`src/rtl/byte_serial_addsub.sv`:
```
// Byte-serial 32-bit adder/subtractor: one byte per cycle, LSB first, then streams the result out.
// Optional saturation signalling is built when BYTE_SERIAL_ADDSUB_SAT_EN is defined.
module byte_serial_addsub (
  input  logic        clk,
  input  logic        rst_n,
  input  logic        in_valid,
  output logic        in_ready,
  input  logic [31:0] a,
  input  logic [31:0] b,
  input  logic        sub,
  input  logic        is_signed,
  output logic        out_valid,
  input  logic        out_ready,
  output logic [7:0]  out_byte,
  output logic        out_last,
  output logic        sat_enable,
  output logic        sat_sign,
  output logic        sat_last
);

  typedef enum logic [1:0] {IDLE = 2'd0, CALC = 2'd1, EMIT = 2'd2} state_t;

  state_t      r_state;
  logic [31:0] r_a;
  logic [31:0] r_b;
  logic        r_sub;
  logic        r_carry;
  logic [1:0]  r_idx;
  logic [31:0] r_res;
  logic        r_in_ready;
  logic        r_out_valid;
  logic [7:0]  r_out_byte;
  logic        r_out_last;

  logic [7:0]  w_a_byte;
  logic [7:0]  w_b_byte;
  logic [8:0]  w_sum;
  logic [1:0]  w_nidx;
  logic        w_accept;
  logic        w_calc_done;
  logic        w_emit_take;
  logic        w_emit_last;

  // Byte slice adder; subtraction is A + ~B with the initial carry set to 1.
  always_comb begin
    w_a_byte    = r_a[{r_idx, 3'b000} +: 8];
    w_b_byte    = r_sub ? ~r_b[{r_idx, 3'b000} +: 8] : r_b[{r_idx, 3'b000} +: 8];
    w_sum       = {1'b0, w_a_byte} + {1'b0, w_b_byte} + {8'd0, r_carry};
    w_nidx      = r_idx + 2'd1;
    w_accept    = (r_state == IDLE) && in_valid && r_in_ready;
    w_calc_done = (r_state == CALC) && (r_idx == 2'd3);
    w_emit_take = (r_state == EMIT) && r_out_valid && out_ready;
    w_emit_last = w_emit_take && (r_idx == 2'd3);
  end

  // Control FSM with registered handshake and data outputs.
  always_ff @(posedge clk or negedge rst_n) begin
    if (!rst_n) begin
      r_state     <= IDLE;
      r_a         <= 32'd0;
      r_b         <= 32'd0;
      r_sub       <= 1'b0;
      r_carry     <= 1'b0;
      r_idx       <= 2'd0;
      r_res       <= 32'd0;
      r_in_ready  <= 1'b0;
      r_out_valid <= 1'b0;
      r_out_byte  <= 8'h00;
      r_out_last  <= 1'b0;
    end else begin
      case (r_state)
        IDLE: begin
          r_in_ready <= 1'b1;
          if (w_accept) begin
            r_a        <= a;
            r_b        <= b;
            r_sub      <= sub;
            r_carry    <= sub;
            r_idx      <= 2'd0;
            r_in_ready <= 1'b0;
            r_state    <= CALC;
          end
        end
        CALC: begin
          r_res[{r_idx, 3'b000} +: 8] <= w_sum[7:0];
          r_carry <= w_sum[8];
          r_idx   <= w_nidx;
          // Byte 0 was stored three cycles ago, so it can be presented now.
          if (r_idx == 2'd3) begin
            r_state     <= EMIT;
            r_out_valid <= 1'b1;
            r_out_byte  <= r_res[7:0];
            r_out_last  <= 1'b0;
          end
        end
        EMIT: begin
          if (w_emit_last) begin
            r_state     <= IDLE;
            r_out_valid <= 1'b0;
            r_out_byte  <= 8'h00;
            r_out_last  <= 1'b0;
            r_in_ready  <= 1'b1;
            r_idx       <= 2'd0;
          end else if (w_emit_take) begin
            r_idx      <= w_nidx;
            r_out_byte <= r_res[{w_nidx, 3'b000} +: 8];
            r_out_last <= (w_nidx == 2'd3);
          end
        end
        default: begin
          r_state     <= IDLE;
          r_out_valid <= 1'b0;
          r_in_ready  <= 1'b0;
        end
      endcase
    end
  end

  assign in_ready  = r_in_ready;
  assign out_valid = r_out_valid;
  assign out_byte  = r_out_byte;
  assign out_last  = r_out_last;

`ifdef BYTE_SERIAL_ADDSUB_SAT_EN
  logic       r_signed;
  logic       r_ovf;
  logic       r_neg;
  logic       r_sat_enable;
  logic       r_sat_sign;
  logic       r_sat_last;
  logic [7:0] w_low7;
  logic       w_ovf;
  logic       w_neg;

  // Overflow from the top byte: carry into bit 31 comes from the low 7 bits of that byte.
  always_comb begin
    w_low7 = {1'b0, w_a_byte[6:0]} + {1'b0, w_b_byte[6:0]} + {7'd0, r_carry};
    w_ovf  = r_signed ? (w_low7[7] ^ w_sum[8]) : (r_sub ? ~w_sum[8] : w_sum[8]);
    w_neg  = r_signed ? r_a[31] : r_sub;
  end

  // Saturation flags, updated in lockstep with the main FSM transitions.
  always_ff @(posedge clk or negedge rst_n) begin
    if (!rst_n) begin
      r_signed     <= 1'b0;
      r_ovf        <= 1'b0;
      r_neg        <= 1'b0;
      r_sat_enable <= 1'b0;
      r_sat_sign   <= 1'b0;
      r_sat_last   <= 1'b0;
    end else if (w_accept) begin
      r_signed <= is_signed;
      r_ovf    <= 1'b0;
      r_neg    <= 1'b0;
    end else if (w_calc_done) begin
      r_ovf        <= w_ovf;
      r_neg        <= w_neg;
      r_sat_enable <= w_ovf;
      r_sat_sign   <= w_neg;
      r_sat_last   <= 1'b0;
    end else if (w_emit_last) begin
      r_sat_enable <= 1'b0;
      r_sat_sign   <= 1'b0;
      r_sat_last   <= 1'b0;
    end else if (w_emit_take) begin
      r_sat_enable <= r_ovf;
      r_sat_sign   <= r_neg;
      r_sat_last   <= r_signed && (w_nidx == 2'd3);
    end else begin
      r_sat_last <= r_sat_last;
    end
  end

  assign sat_enable = r_sat_enable;
  assign sat_sign   = r_sat_sign;
  assign sat_last   = r_sat_last;
`else
  logic w_unused;
  assign w_unused   = is_signed;
  assign sat_enable = 1'b0;
  assign sat_sign   = 1'b0;
  assign sat_last   = 1'b0;
`endif

endmodule

```
`config.mk`:
```
export PLATFORM = sky130hd
export DESIGN_NAME = byte_serial_addsub
export DESIGN_NICKNAME = d
export VERILOG_FILES = /design/src/rtl/byte_serial_addsub.sv
export SDC_FILE = /design/constraint.sdc
export NUM_CORES = 1
export LEC_CHECK = 0
export ABC_AREA = 0
export BUFFER_PORTS_ARGS = -buffer_cell sky130_fd_sc_hd__buf_4
export CAP_MARGIN = 15
export CORE_MARGIN = 3
export CORE_UTILIZATION = 35
export DETAILED_ROUTE_END_ITERATION = 12
export GPL_TIMING_DRIVEN = 0
export REMOVE_ABC_BUFFERS = 1
export SYNTH_ARGS = -nofsm -noshare
export SYNTH_HDL_FRONTEND = slang
export SYNTH_SLANG_ARGS = --single-unit
```
`constraint.sdc`:
```
create_clock -name clk -period 5.5 [get_ports clk]
set_input_delay 0.55 -clock clk [delete_from_list [all_inputs] [get_ports clk]]
set_output_delay 0.55 -clock clk [all_outputs]
set_load 0.005 [all_outputs]
```
==> reports/results.tsv, run 1 <==
metric	value	unit
status	complete, no violations	
clock_sinks	113	
portBuffers	79	
grt_util_met3	0.04939	
ys.flop_type	dfrtp_1	
clk_pin_slew_worst_paths	0.05	ns
rows	45	
grt_pass1_vias	3850	
finalHoldViolCount	0	
io-pin-count	84	
grt-busiest-layer	met2	
ys_seq_elements	113	
cp-end-kind	register	
drt-total-wl	11.49	mm
drive_gt1_frac	0.4197	
multi_input_area	2541	µm²
critical_path_arrival	3.80	ns
cts_buffer_depth	2	
drtPass1Iterations	4	
fin_crit	3.467	ns
yosys_warnings	0	
finalInstanceArea	6933	µm²
clockRootBuffer	clkbuf_16	
cts_resized	0	
start_util	0.3608	
die_x	131.6	µm
timing.final.crit_share	0.6303	
grt_max_degree	68	
netlist_area	5525	µm²
vias	3569	
worstSetupStartpointType	register	
use_met2	0.2246	
die_h	131.6	µm
clk_latency	0.41	ns
crit_type	reg -> reg	
min_path_type	in -> async	
hpwl	8.150	mm
holdWs	0.1720	ns
nNetsFinal	575	
ant_nets	0	
clock_skew	0.009378	ns
yosysSeqAreaShare	0.5118	
cts_tree	built	
maxSlewHeadroom	0.2566	
antenna_found_initial	0	
vias_per_cell	5.034	
finalCoreUtilization	0.4527	
drv_slew	0	
cts-htree-levels	4	
core_area	15310	µm²
wire_per_inst	16.20	µm
total_power	4.739	mW
postSynth.asyncResetShare	1.000	
dr.first_iter.drc_count	158	
layout_common_cells	dfrtp_1 (112), buf_4 (79), mux2_2 (66), mux4_2 (24), a22o_1 (24)	
mostFrequentLayoutCell	dfrtp_1	
maxCapViolations	0	
fill_cells	1429	
critical_path_required	5.84	ns
grt_pass1_wl	19.56	mm
cellPowerDensity	683.5	nW/µm²
leakage	3.036	nW
dieArea	17330	µm²
syn_to_final_growth	25.48	%
drc	0	
synth_edf_count	0	
grt_util_met1	0.1838	
setup_viol	0	
synth.distinct_cells	45	
fmax	0.2884	GHz
track_usage	0.1411	
vdd_drop_max	0.0003170	V
syn_area_per_cell	13.61	µm²
overflow	0	
cts_setup_buffers	0	
worstPathMaxFanout	21	
rsz0062_at_grt	false	
ctsHoldBuffers	0	
place_area	6347	µm²
finalWeightedCongestion	0.7763	
seqCellArea	2829	µm²
antennaDiodeCount	0	
numCtsBuffers	17	
worst_slew_pin_slew	1.115	ns
fin_setup_tns	0	ns
syn_inst	406	
[sequential cells by signal (all words and copies together) (netlist names)]
signal	flops
r_a	32
r_state	2
r_sub	1
out_byte	8
r_idx	2
out_last	1
r_res	32
in_ready	1
r_carry	1
out_valid	1
r_b	32
[layer usage]
metal | routed length, µm | vias to the layer above
met5 | 0 | -
met4 | 106 | 0
met3 | 499 | 9
met2 | 5644 | 74
met1 | 5237 | 1818
li1 | - | 1668
[worst max-delay path, stage by stage (launching register included)]
cell,delay (ns)
dfrtp_1,1.08
mux4_2,0.45
xnor2_1,0.15
fa_1,0.41
fa_1,0.45
nor2b_4,0.14
o31a_1,0.18
nor4_1,0.07
nor3_2,0.28
a22o_1,0.18
[path summary, 6_finish.rpt]
kind                            startpoint     endpoint  slack (ns)  depth (start not counted)
worst max register to register    r_idx[1]    r_res[22]        2.03                          9
worst min register to register   r_res[16]    r_res[16]        0.49                          2
max in group asynchronous            rst_n      r_b[17]        4.59                          2
worst min-delay path                 rst_n  out_byte[1]        0.17                          1
worst max-delay path              r_idx[1]    r_res[22]        2.03                          9
min in group clk                     b[27]      r_b[27]        0.37                          2
[power by group]
part / leakage [nW] / switching (mW) / total (mW) / internal, mW
registers: 1.40 / 0.214 / 1.38 / 1.16
logic: 1.35 / 1.16 / 2.28 / 1.12
clock network: 0.284 / 0.356 / 1.08 / 0.723
[final cells by class]
type | instances | share of cell area
flip-flops and latches | 113 | 0.4080
multi-input cells | 260 | 0.3665
repair buffers | 82 | 0.09637
clock buffers | 27 | 0.07399
well taps | 211 | 0.03808
clock inverters | 4 | 0.01047
inverters | 12 | 0.006497
[cell families after synthesis]
group	count (synthesis)	synth area share
other	1	0.0006787
adders and majority gates	19	0.04574
buffers and inverters	35	0.03193
DFF	113	0.5118
muxes	90	0.2323
and+or+nand+nor	59	0.05752
AOI/OAI and AO/OA	78	0.1026
xor gates and xnor gates	11	0.01744
[cell usage after synthesis, types with 2 or more instances]
cell type | number | area share
dfrtp_1 | 113 | 0.51
mux2_2 | 66 | 0.13
a22o_1 | 24 | 0.038
mux4_2 | 24 | 0.098
ha_1 | 17 | 0.038
nor2_1 | 17 | 0.012
a21oi_1 | 16 | 0.014
nand2_1 | 15 | 0.010
inv_1 | 12 | 0.0082
o21ai_0 | 12 | 0.011
buf_2 | 9 | 0.0082
a22oi_1 | 8 | 0.011
buf_4 | 7 | 0.0095
xor2_1 | 7 | 0.011
nor3_1 | 6 | 0.0054
buf_1 | 4 | 0.0027
nand2b_1 | 4 | 0.0045
nor3_2 | 4 | 0.0072
or3_1 | 4 | 0.0045
xnor2_1 | 4 | 0.0063
o211ai_1 | 3 | 0.0041
a21o_1 | 2 | 0.0027
clkbuf_1 | 2 | 0.0014
fa_1 | 2 | 0.0072
nand3_1 | 2 | 0.0018
o21a_1 | 2 | 0.0027
o31a_1 | 2 | 0.0032
[stage by stage]
stage,std cells,setup WS (ns)
finish,709,2.033
global route,709,1.741
CTS,709,1.967
detailed placement,678,1.992
global placement,675,1.034
floorplan,385,1.777
Power figures use the tool's default switching activity.
==> inputs of run 2 (changes only) <==
clock period = 3.4 ns   (was 5.5 ns; I/O delays follow)
==> run 2 against run 1 <==
Compared with the run above: worst hold slack lost 0.011 ns; utilization rose by 0.14 points; largest cell class unchanged; maximum frequency rose by 11%; global-route usage about the same; clock skew increased by 0.0030 ns; worst setup slack worse by 1.8 ns; sequential power grew 59%; sequential share of layout area decreased by 0.071 points; largest power group unchanged.
==> reports/results.tsv, run 2 (same netlist as run 1, synthesis figures left out) <==
metric	value	unit	change
finalHoldViolCount	0		unchanged
worst_r2r_path_depth	10		+1
vias_per_cell	5.013		-0.42%
dieArea	17330	µm²	unchanged
cellPowerDensity	1104	nW/µm²	+61%
wl_met2	5.620	mm	-0.43%
cp-end-kind	register		
die_x	131.6	µm	unchanged
vdd_drop_max	0.0005143	V	+62%
cts_tree	built		
finalCoreUtilization	0.4541		+0.001389
finalWeightedCongestion	0.7763		unchanged
critical_path_required	3.73	ns	-2.11 ns
min_path_type	in -> reg		
syn_to_final_growth	25.86	%	
hpwl	8.150	mm	unchanged
crit_type	reg -> reg		
clockRootBuffer	clkbuf_16		
drv_slew	0		unchanged
worstPathMaxFanout	22		+4.8%
cts-htree-levels	4		unchanged
r2r_end	r_res[22]		
start_util	0.3608		unchanged
io-pin-count	84		unchanged
drc	0		unchanged
nNetsFinal	577		+0.35%
worst_slew_pin_slew	0.9460	ns	-0.1690 ns
clock_sinks	113		unchanged
r2r_slack	0.28	ns	-1.75 ns
core_area	15310	µm²	unchanged
leakage	3.044	nW	+0.25%
clk_pin_slew_worst_paths	0.05	ns	about the same
clock_skew	0.01239	ns	+0.003016 ns
critPathCapture	r_res[22]		
fin_crit	3.121	ns	-0.3460 ns
drt-total-wl	11.47	mm	-0.19%
antenna_found_initial	0		unchanged
numCtsBuffers	17		unchanged
grt_pass1_wl	19.60	mm	+0.21%
critical_path_arrival	3.46	ns	-0.34 ns
maxSlewHeadroom	0.3659		+0.1092
setup_viol	0		unchanged
rows	45		unchanged
dr_wl_met3	477	µm	-4.4%
timing.final.crit_share	0.9179		+0.2876
portBuffers	79		unchanged
overflow	0		unchanged
track_usage	0.1412		about the same
drive_gt1_frac	0.4220		+0.002321
drtPass1Iterations	4		unchanged
ant_nets	0		unchanged
grt_max_degree	68		unchanged
die_h	131.6	µm	unchanged
antennaDiodeCount	0		unchanged
holdWs	0.1606	ns	-0.01139 ns
grt_pass1_vias	3858		+0.21%
clk_latency	0.41	ns	about the same
maxCapViolations	0		unchanged
fill_cells	1431		+0.14%
cp-startpoint	r_idx[0]		
worstSetupStartpointType	register		
layout_common_cells	dfrtp_1 (111), buf_4 (80), mux2_2 (66), mux4_2 (24), a22o_1 (24)		
vias	3564		-0.14%
timing.rr.start	r_idx[0]		
cts_buffer_depth	2		unchanged
dr.first_iter.drc_count	159		+0.63%
wire_per_inst	16.13	µm	-0.47%
status	complete, no violations		
top_layer	met4		
mostFrequentLayoutCell	dfrtp_1		
fmax	0.3204	GHz	+11%
reg.largest.list	r_a: 32 flops, r_b: 32 flops, r_res: 32 flops		
wl_met1	5.239	mm	about the same
rsz0062_at_grt	false		
-- run 2: changes by cell type in the layout (fill, tap and decap cells not counted), sizes merged --
cell | before | now
dlygate4sd3 | 0 | 1
buf | 82 | 83
-- run 2: worst max-delay path, stage by stage, from the launching register on --
cell	delay (ns)
dfrtp_4	0.43
buf_12	0.20
mux4_2	0.54
xnor2_1	0.15
fa_1	0.41
fa_1	0.45
nor2b_4	0.14
o31a_1	0.18
nor4_1	0.07
nor3_2	0.27
a22o_1	0.18
-- run 2: through the flow --
stage / setup WS [ns] / cell area (µm²) / power, mW / cells / TNS [ns]
floorplan: -0.3234 / 5401 / 5.009 / 385 / -2.634
global placement: -1.066 / 6259 / 5.869 / 675 / -70.65
detailed placement: -0.1084 / 6347 / 5.983 / 678 / -0.4155
CTS: 0.2448 / 6954 / 7.774 / 711 / 0
global route: 0.03917 / 6954 / 8.337 / 711 / 0
finish: 0.2791 / 6954 / 7.675 / 711 / 0
-- run 2: worst min path at each step --
stage                         from           to  slack, ns  cells past startpoint
after floorplan              rst_n     in_ready       0.04                      0
after global placement    r_res[9]     r_res[9]       0.47                      2
after detailed placement     rst_n  out_byte[1]       0.42                      1
after CTS                    b[27]      r_b[27]       0.14                      2
after global routing         a[22]      r_a[22]       0.15                      2
final                        b[27]      r_b[27]       0.16                      2
-- run 2: power breakdown --
group / switching (mW) / total, mW / internal (mW)
Clock: 0.574 / 1.74 / 1.17
Combinational: 1.91 / 3.74 / 1.83
Sequential: 0.306 / 2.19 / 1.89
-- run 2: timing repair --
| item | CTS | global route |
|---|---|---|
| resized for setup | 2 | 0 |
| buffers inserted | 1 | 0 |
| endpoints found under the setup margin | 4 | 0 |
| hold buffers | 1 | 0 |
| endpoints found under the hold margin | 49 | 0 |
-- run 2: routing by layer --
layer	up-vias	track usage
met5	-	0
met4	0	0.03851
met3	10	0.04939
met2	73	0.2246
met1	1808	0.1840
li1	1673	-
-- run 2: final cells by class --
| type | instances | area (µm²) | share of cell area |
|---|---|---|---|
| clock buffers | 27 | 513.0 | 0.07377 |
| well taps | 211 | 264.0 | 0.03796 |
| flip-flops and latches | 113 | 2833 | 0.4073 |
| clock inverters | 4 | 72.57 | 0.01044 |
| inverters | 12 | 45.04 | 0.006477 |
| multi-input cells | 260 | 2541 | 0.3654 |
| repair buffers | 84 | 685.7 | 0.09860 |
